==> src/rtl/qp_param_demux_bank.sv <==
// Double-buffered parameter demux: host words go through a one-deep stage into a
// shadow bank, and a commit copies the whole shadow bank to the active output lines.
module qp_param_demux_bank #(
    parameter int DATA_W    = 32,
    parameter int N_CH      = 24,
    parameter int ADDR_W    = 7,
    parameter int BASE_ADDR = 1
) (
    input  logic                     clk,
    input  logic                     rst,
    input  logic                     wr_valid,
    output logic                     wr_ready,
    input  logic [ADDR_W-1:0]        wr_addr,
    input  logic [DATA_W-1:0]        wr_data,
    input  logic                     burst_start,
    input  logic [ADDR_W-1:0]        burst_len,
    input  logic                     commit,
    output logic [N_CH*DATA_W-1:0]   lines_flat,
    output logic                     all_loaded,
    output logic                     addr_err,
    output logic                     commit_done
);
    typedef enum logic [1:0] {IDLE, BURST, COMMIT} state_t;

    localparam logic [ADDR_W-1:0] ADDR_LO   = ADDR_W'(BASE_ADDR);
    localparam logic [ADDR_W-1:0] ADDR_LAST = ADDR_W'(BASE_ADDR + N_CH - 1);
    localparam logic [ADDR_W:0]   ADDR_END  = (ADDR_W+1)'(BASE_ADDR + N_CH);

    state_t              state;
    logic [ADDR_W-1:0]   ptr;
    logic [ADDR_W-1:0]   cnt;
    logic                commit_pend;
    logic                stage_vld;
    logic [ADDR_W-1:0]   stage_addr;
    logic [DATA_W-1:0]   stage_data;
    logic [DATA_W-1:0]   shadow [N_CH];
    logic [DATA_W-1:0]   active [N_CH];
    logic [N_CH-1:0]     mask;

    logic                accept;
    logic                copy_now;
    logic                stage_in_range;
    logic [ADDR_W-1:0]   target;
    logic [ADDR_W-1:0]   stage_idx;
    logic [ADDR_W-1:0]   len_eff;

    function automatic logic [ADDR_W-1:0] next_ptr(input logic [ADDR_W-1:0] p);
        return (p == ADDR_LAST) ? ADDR_LO : p + ADDR_W'(1);
    endfunction

    assign wr_ready       = !rst && (state != COMMIT);
    assign accept         = wr_valid && wr_ready;
    assign target         = (state == BURST) ? ptr : wr_addr;
    assign len_eff        = (burst_len == '0) ? ADDR_W'(1) : burst_len;
    assign stage_in_range = (stage_addr >= ADDR_LO) && ({1'b0, stage_addr} < ADDR_END);
    assign stage_idx      = stage_addr - ADDR_LO;
    // The copy waits for the stage to drain so a write accepted with commit still lands.
    assign copy_now       = (state == COMMIT) && !stage_vld;

    // NOTE: always_comb outputs get a default first so no latch is inferred.
    always_comb begin
        lines_flat = '0;
        for (int k = 0; k < N_CH; k++) begin
            lines_flat[k*DATA_W +: DATA_W] = active[k];
        end
    end

    // NOTE: sequential state uses non-blocking assignments so every flop samples pre-edge values.
    always_ff @(posedge clk) begin
        if (rst) begin
            stage_vld  <= 1'b0;
            stage_addr <= '0;
            stage_data <= '0;
        end else begin
            stage_vld <= accept;
            if (accept) begin
                stage_addr <= target;
                stage_data <= wr_data;
            end
        end
    end

    // NOTE: both banks are flops and are cleared on reset, so the core never sees stale parameters.
    always_ff @(posedge clk) begin
        if (rst) begin
            for (int k = 0; k < N_CH; k++) begin
                shadow[k] <= '0;
                active[k] <= '0;
            end
            mask       <= '0;
            addr_err   <= 1'b0;
            all_loaded <= 1'b0;
        end else begin
            all_loaded <= &mask;
            if (stage_vld) begin
                if (stage_in_range) begin
                    for (int k = 0; k < N_CH; k++) begin
                        if (stage_idx == ADDR_W'(k)) begin
                            shadow[k] <= stage_data;
                            mask[k]   <= 1'b1;
                        end
                    end
                end else begin
                    addr_err <= 1'b1;
                end
            end
            if (copy_now) begin
                for (int k = 0; k < N_CH; k++) begin
                    active[k] <= shadow[k];
                end
                mask <= '0;
            end
        end
    end

    always_ff @(posedge clk) begin
        if (rst) begin
            state       <= IDLE;
            ptr         <= '0;
            cnt         <= '0;
            commit_pend <= 1'b0;
            commit_done <= 1'b0;
        end else begin
            commit_done <= 1'b0;
            case (state)
                IDLE: begin
                    if (burst_start) begin
                        // A word arriving with burst_start is the first burst word.
                        if (accept) begin
                            ptr <= next_ptr(wr_addr);
                            cnt <= len_eff - ADDR_W'(1);
                            if (len_eff == ADDR_W'(1)) begin
                                state <= commit ? COMMIT : IDLE;
                            end else begin
                                state       <= BURST;
                                commit_pend <= commit;
                            end
                        end else begin
                            ptr         <= wr_addr;
                            cnt         <= len_eff;
                            state       <= BURST;
                            commit_pend <= commit;
                        end
                    end else if (commit) begin
                        state <= COMMIT;
                    end
                end
                BURST: begin
                    if (commit) commit_pend <= 1'b1;
                    if (accept) begin
                        ptr <= next_ptr(ptr);
                        cnt <= cnt - ADDR_W'(1);
                        if (cnt == ADDR_W'(1)) begin
                            state       <= (commit_pend || commit) ? COMMIT : IDLE;
                            commit_pend <= 1'b0;
                        end
                    end
                end
                COMMIT: begin
                    if (!stage_vld) begin
                        state       <= IDLE;
                        commit_done <= 1'b1;
                    end
                end
                default: state <= IDLE;
            endcase
        end
    end
endmodule

==> config.mk <==
export PLATFORM = sky130hd
export DESIGN_NAME = qp_param_demux_bank
export DESIGN_NICKNAME = d
export VERILOG_FILES = /design/src/rtl/qp_param_demux_bank.sv
export SDC_FILE = /design/constraint.sdc
export NUM_CORES = 2
export LEC_CHECK = 0
export ABC_AREA = 0
export CAP_MARGIN = 20
export CORE_MARGIN = 1.5
export CORE_UTILIZATION = 54
export DETAILED_ROUTE_END_ITERATION = 8
export PLACE_DENSITY = 0.89
export SLEW_MARGIN = 30
export SYNTH_ARGS = -nofsm -noshare
export SYNTH_HDL_FRONTEND = slang
export SYNTH_SLANG_ARGS = --single-unit
export TNS_END_PERCENT = 50
==> constraint.sdc <==
create_clock -name clk -period 13.4 [get_ports clk]
set_input_delay 2.01 -clock clk [delete_from_list [all_inputs] [get_ports clk]]
set_output_delay 2.01 -clock clk [all_outputs]
set_load 0.01 [all_outputs]
# Word level (Yosys, flattened, before mapping)
# Memory sizes are Yosys's and may differ from the RTL's.
# Index checks and enable logic that the tools add are counted.
# totals
n_memories	2
elab_cells	374
input_bits	51
mem_bits_rw	1536
reg_bits	84
output_inout_bits	772
# classes
muxes	203
magnitude_cmp	2
n_reduce_logical	42
add_sub_neg	5
eq_ne	36
n_bitwise	50
# memory_table
memory	words	width	read_ports	rd_clocked_by_memory_dff	write_ports	line	rtl
active	24	32	24	0	24	37	logic [DATA_W-1:0] active [N_CH];
shadow	24	32	24	0	24	36	logic [DATA_W-1:0] shadow [N_CH];
# op_table
op	n
32-bit 2-to-1 mux	48
1-bit 2-to-1 mux	132
3-bit AND reduction	26
7-bit by 5-bit == test with 1-bit output, second input constant	10
7-bit 2-to-1 mux	10
7-bit by 4-bit == test with 1-bit output, second input constant	8
1-bit bitwise OR	48
7-bit by 3-bit == test with 1-bit output, second input constant	4
7-bit one-hot mux with 2 select lines	2
24-bit AND reduction	1
7-bit by 1-bit == test with 1-bit output, second input constant	3
7-bit by 1-bit subtractor with 7-bit output, second input constant	3
2-bit 2-to-1 mux	9
7-bit by 1-bit adder with 7-bit output, second input constant	2
7-bit by 2-bit == test with 1-bit output, second input constant	2
7-bit logical NOT	2
2-bit inequality test, second input constant	4
7-bit by 1-bit greater-or-equal comparator with 1-bit output, second input constant	1
7-bit by 5-bit < comparator with 1-bit output, second input constant	1
3-bit inequality test, second input constant	2
2-bit one-hot mux with 3 select lines	1
1-bit logical AND	4
4-bit AND reduction	1
2-bit OR reduction	2
10 further kinds	12

# Depth between registers and ports, before layout
# depth
depth_word	8
ltp_mapped	9
ltp_nobuf	7

# Worst setup path after synthesis
# No wires, ideal clock.
# synth_timing
path_kind	input to register
from	input rst
to	memory active[0][0], enable pin
required_time_ns	12.597
setup_ns	0.803
path_slack_ns	1.286
path_buffers	2
t_arrival_ns	11.310
cell_stages	4
path_cell_list	buf_2 nor2_2 inv_1 buf_2
# synth_lines
element	line	rtl
from (decl)	10	input logic rst,
to (decl)	37	

# Worst setup path after layout
# layout_timing
from	input rst
to	output wr_ready
# layout_between
elab_chain_cells	2
# layout_rtl
element	line	rtl
1-bit logical NOT	51	assign wr_ready = !rst && (state != COMMIT);
1-bit logical AND	51	
to (decl)	12	output logic wr_ready,
# No other way between the ends.

==> run metrics <==
Post-Synthesis Cell Area 58600 um2; GR Util met2 0.495; Num CTS Buffers approximately 150; cells along the critical path clkbuf_8, nor2_1, clkdlybuf4s50_1; Post-Route Skew ~0.035 ns; CTS tree yes; syn nets approximately 3.7k; register area approximately 48000 um2; Mean Syn Cell Area ~16 um2; most frequent cell after synthesis edfxtp_1; GP Congestion ~0.88; f_max 197 MHz; # port buffers 822; Final TNS setup 0 ns; H-tree Lvls 4; CP bufs+invs 2; Slew Viols, Final 0; crit-path max cell delay roughly 0.55 ns; share of the synthesized area in the top cell type 0.787; DIE HEIGHT between 300 and 400 um; routed vias roughly 35k; fraction of registers with async set/reset 0; Setup-failing EPs final 0; Final Hold Fails 0; HPWL after detailed placement 105000 um; Wirelength per Cell between 20 and 30 um; leakage approximately 26 nW; FILL cells between 6k and 7k; Clk Latency, worst-skew pair between 0.7 and 0.8 ns; Most used DFF post-synth edfxtp_1; DR iter-0 viols between 4k and 5k; Clock Tree Root clkbuf_16; clock period minus worst slack roughly 5 ns; area of the multi-input gates 9660 um2; met3 Use GR 0.0725; GRT met1 Usage 0.359; grt ovf 0; max cap viols 0; final worst-path cycle share 0.379; Critical Path Start Type input pin; row count between 100 and 150; drt drc 0; Clk pin slew, worst setup/hold paths about 0.060 ns; Post-synth top cells 1536 x edfxtp_1, 576 x and2_1, 497 x nor2_1; initial cell density of the core 0.546; unrepaired setup endpoints after global routing no; Sinks on Clock Net about 1.6k; Vias/cell roughly 5.8; CP top delay family buffers and inverters; Seq/Total Area, Yosys 0.816; IO Pins 823; GRT Max-Usage Layer met2; Die X between 300 and 400 um; worst vdd ir 172 uV; number of flops mapped to enable cells by yosys 1536; vias in the first global route ~34k; Area Overhead vs Synth 25.2%; measured slew at the worst slew-check pin just over 1 ns; post_cts resized 0; Pwr per Cell Area between 150 and 200 nW/um2; cell taking the most area after synthesis edfxtp_1; Min-Delay Path Class flip-flop to flip-flop; antenna violations before repair 3; Core ar. around 110000 um2; Hold Buf Count CTS 0; Worst Path Arrival between 3 and 4 ns; WP data required approximately 11 ns; layout cells sized above 1 0.0825; gr usage total 0.304; Syn. warnings 0; Seq cells post-synth between 1.5k and 2k; CTS Buffer Depth 3; Slew HR 0.307; nets about 4.5k; Non-Filler Instances between 6k and 7k; worst reg2reg setup slack between 9 and 10 ns; critical-path maximum fanout 66; Inst Count DP between 5k and 6k; CP max stage cell clkdlybuf4s50_1; status completed; Synth area leaders edfxtp_1 79%, and2_1 6.1%, nor2_1 3.2%; post-route ant nets 0; Mapped Cells between 3k and 4k; Routed WL roughly 170000 um; CP Class input pin to primary output; global-route wire length before repair between 200000 and 250000 um; largest net degree at the start of global routing 281; drt pass-1 iters 6; post-CTS setup repair buffer count 0; die area approximately 110000 um2; crit path capture type primary output; Synth cell types 61
## cell usage in the layout, fill, tap and decap left out, drive strengths merged, types with 5 or more instances in the layout
| cell | netlist | layout |
|---|---|---|
| a21oi | 26 | 26 |
| a311oi | 7 | 7 |
| a31oi | 11 | 11 |
| and2 | 576 | 576 |
| buf | 45 | 73 |
| bufinv | 0 | 14 |
| clkbuf | 204 | 192 |
| clkdlybuf4s50 | 0 | 821 |
| clkinv | 0 | 65 |
| clkinvlp | 0 | 7 |
| dfxtp | 84 | 84 |
| edfxtp | 1536 | 1536 |
| ha | 8 | 8 |
| inv | 59 | 63 |
| nand2 | 78 | 78 |
| nand2b | 56 | 56 |
| nand3 | 17 | 17 |
| nand4 | 9 | 9 |
| nor2 | 528 | 528 |
| nor2b | 198 | 198 |
| nor3 | 110 | 110 |
| nor3b | 6 | 6 |
| nor4 | 5 | 5 |
| o211ai | 6 | 6 |
| o21a | 9 | 9 |
| o21ai | 45 | 45 |
| or2 | 8 | 8 |
## final cells by class
type | instances | share of cell area
antenna | 4 | 0.000136
tap | 1403 | 0.0239
inverter | 59 | 0.00312
sequential | 1620 | 0.652
clock buffer | 191 | 0.0553
multi-input combinational | 1749 | 0.132
clock inverter | 90 | 0.0128
timing repair buffer | 895 | 0.121
## sequential cells by signal, summed over array words and instances, names as in the netlist, 2 cells and up
name        count
cnt             7
stage_addr      7
state           2
stage_data     32
mask           24
active        768
ptr             7
shadow        768
## per-layer routing
layer | vias up | routed length [um]
met3 | 597 | 18900
li1 | 14459 | -
met1 | 16933 | 56100
met2 | 2668 | 82500
met5 | - | 14
met4 | 2 | 13800
## stage by stage
step / hold WS, ns / setup slack (ns) / cell area (um2) / util / power, mW
2_1_floorplan: 0.425 / 1.29 / 58600 / - / 6.45
3_3_place_gp: 0.440 / 7.84 / 68200 / 0.636 / 6.95
3_5_place_dp: 0.441 / 7.75 / 68300 / 0.636 / 6.99
4_1_cts: 0.451 / 8.29 / 73300 / 0.683 / 11.3
5_1_grt: 0.467 / 8.25 / 73300 / 0.683 / 11.5
6_report: 0.449 / 8.32 / 73400 / 0.683 / 11.3
## worst register-to-register path, delay by kind of cell, from the launching register on
family | cells | cell delay, ns
simple gates | 3 | 0.74
flops | 1 | 0.56
buf+inv | 3 | 1.70
## worst paths after layout
check           start       endpoint  cells after the start
min           mask[8]        mask[8]                      2
max               rst       wr_ready                      3
min reg2reg   mask[8]        mask[8]                      2
max reg2reg  state[1]  active[0][10]                      6
## where the power goes
part	total [mW]	internal (mW)	switching [mW]
clock	4.35	2.44	1.91
sequential	6.01	5.86	0.155
combinational	0.897	0.366	0.530
## cell families after synthesis
| group | after synthesis | synth area share |
|---|---|---|
| multiplexers | 4 | 0.000747 |
| adder cells (fa/ha/maj) | 8 | 0.00171 |
| buffers and inverters | 308 | 0.0216 |
| AND/OR/NAND/NOR | 1611 | 0.147 |
| AO/OA/AOI/OAI | 120 | 0.0127 |
| flip-flops | 1620 | 0.816 |
| XOR/XNOR | 6 | 0.000897 |
(Power assumes the default switching activity.)
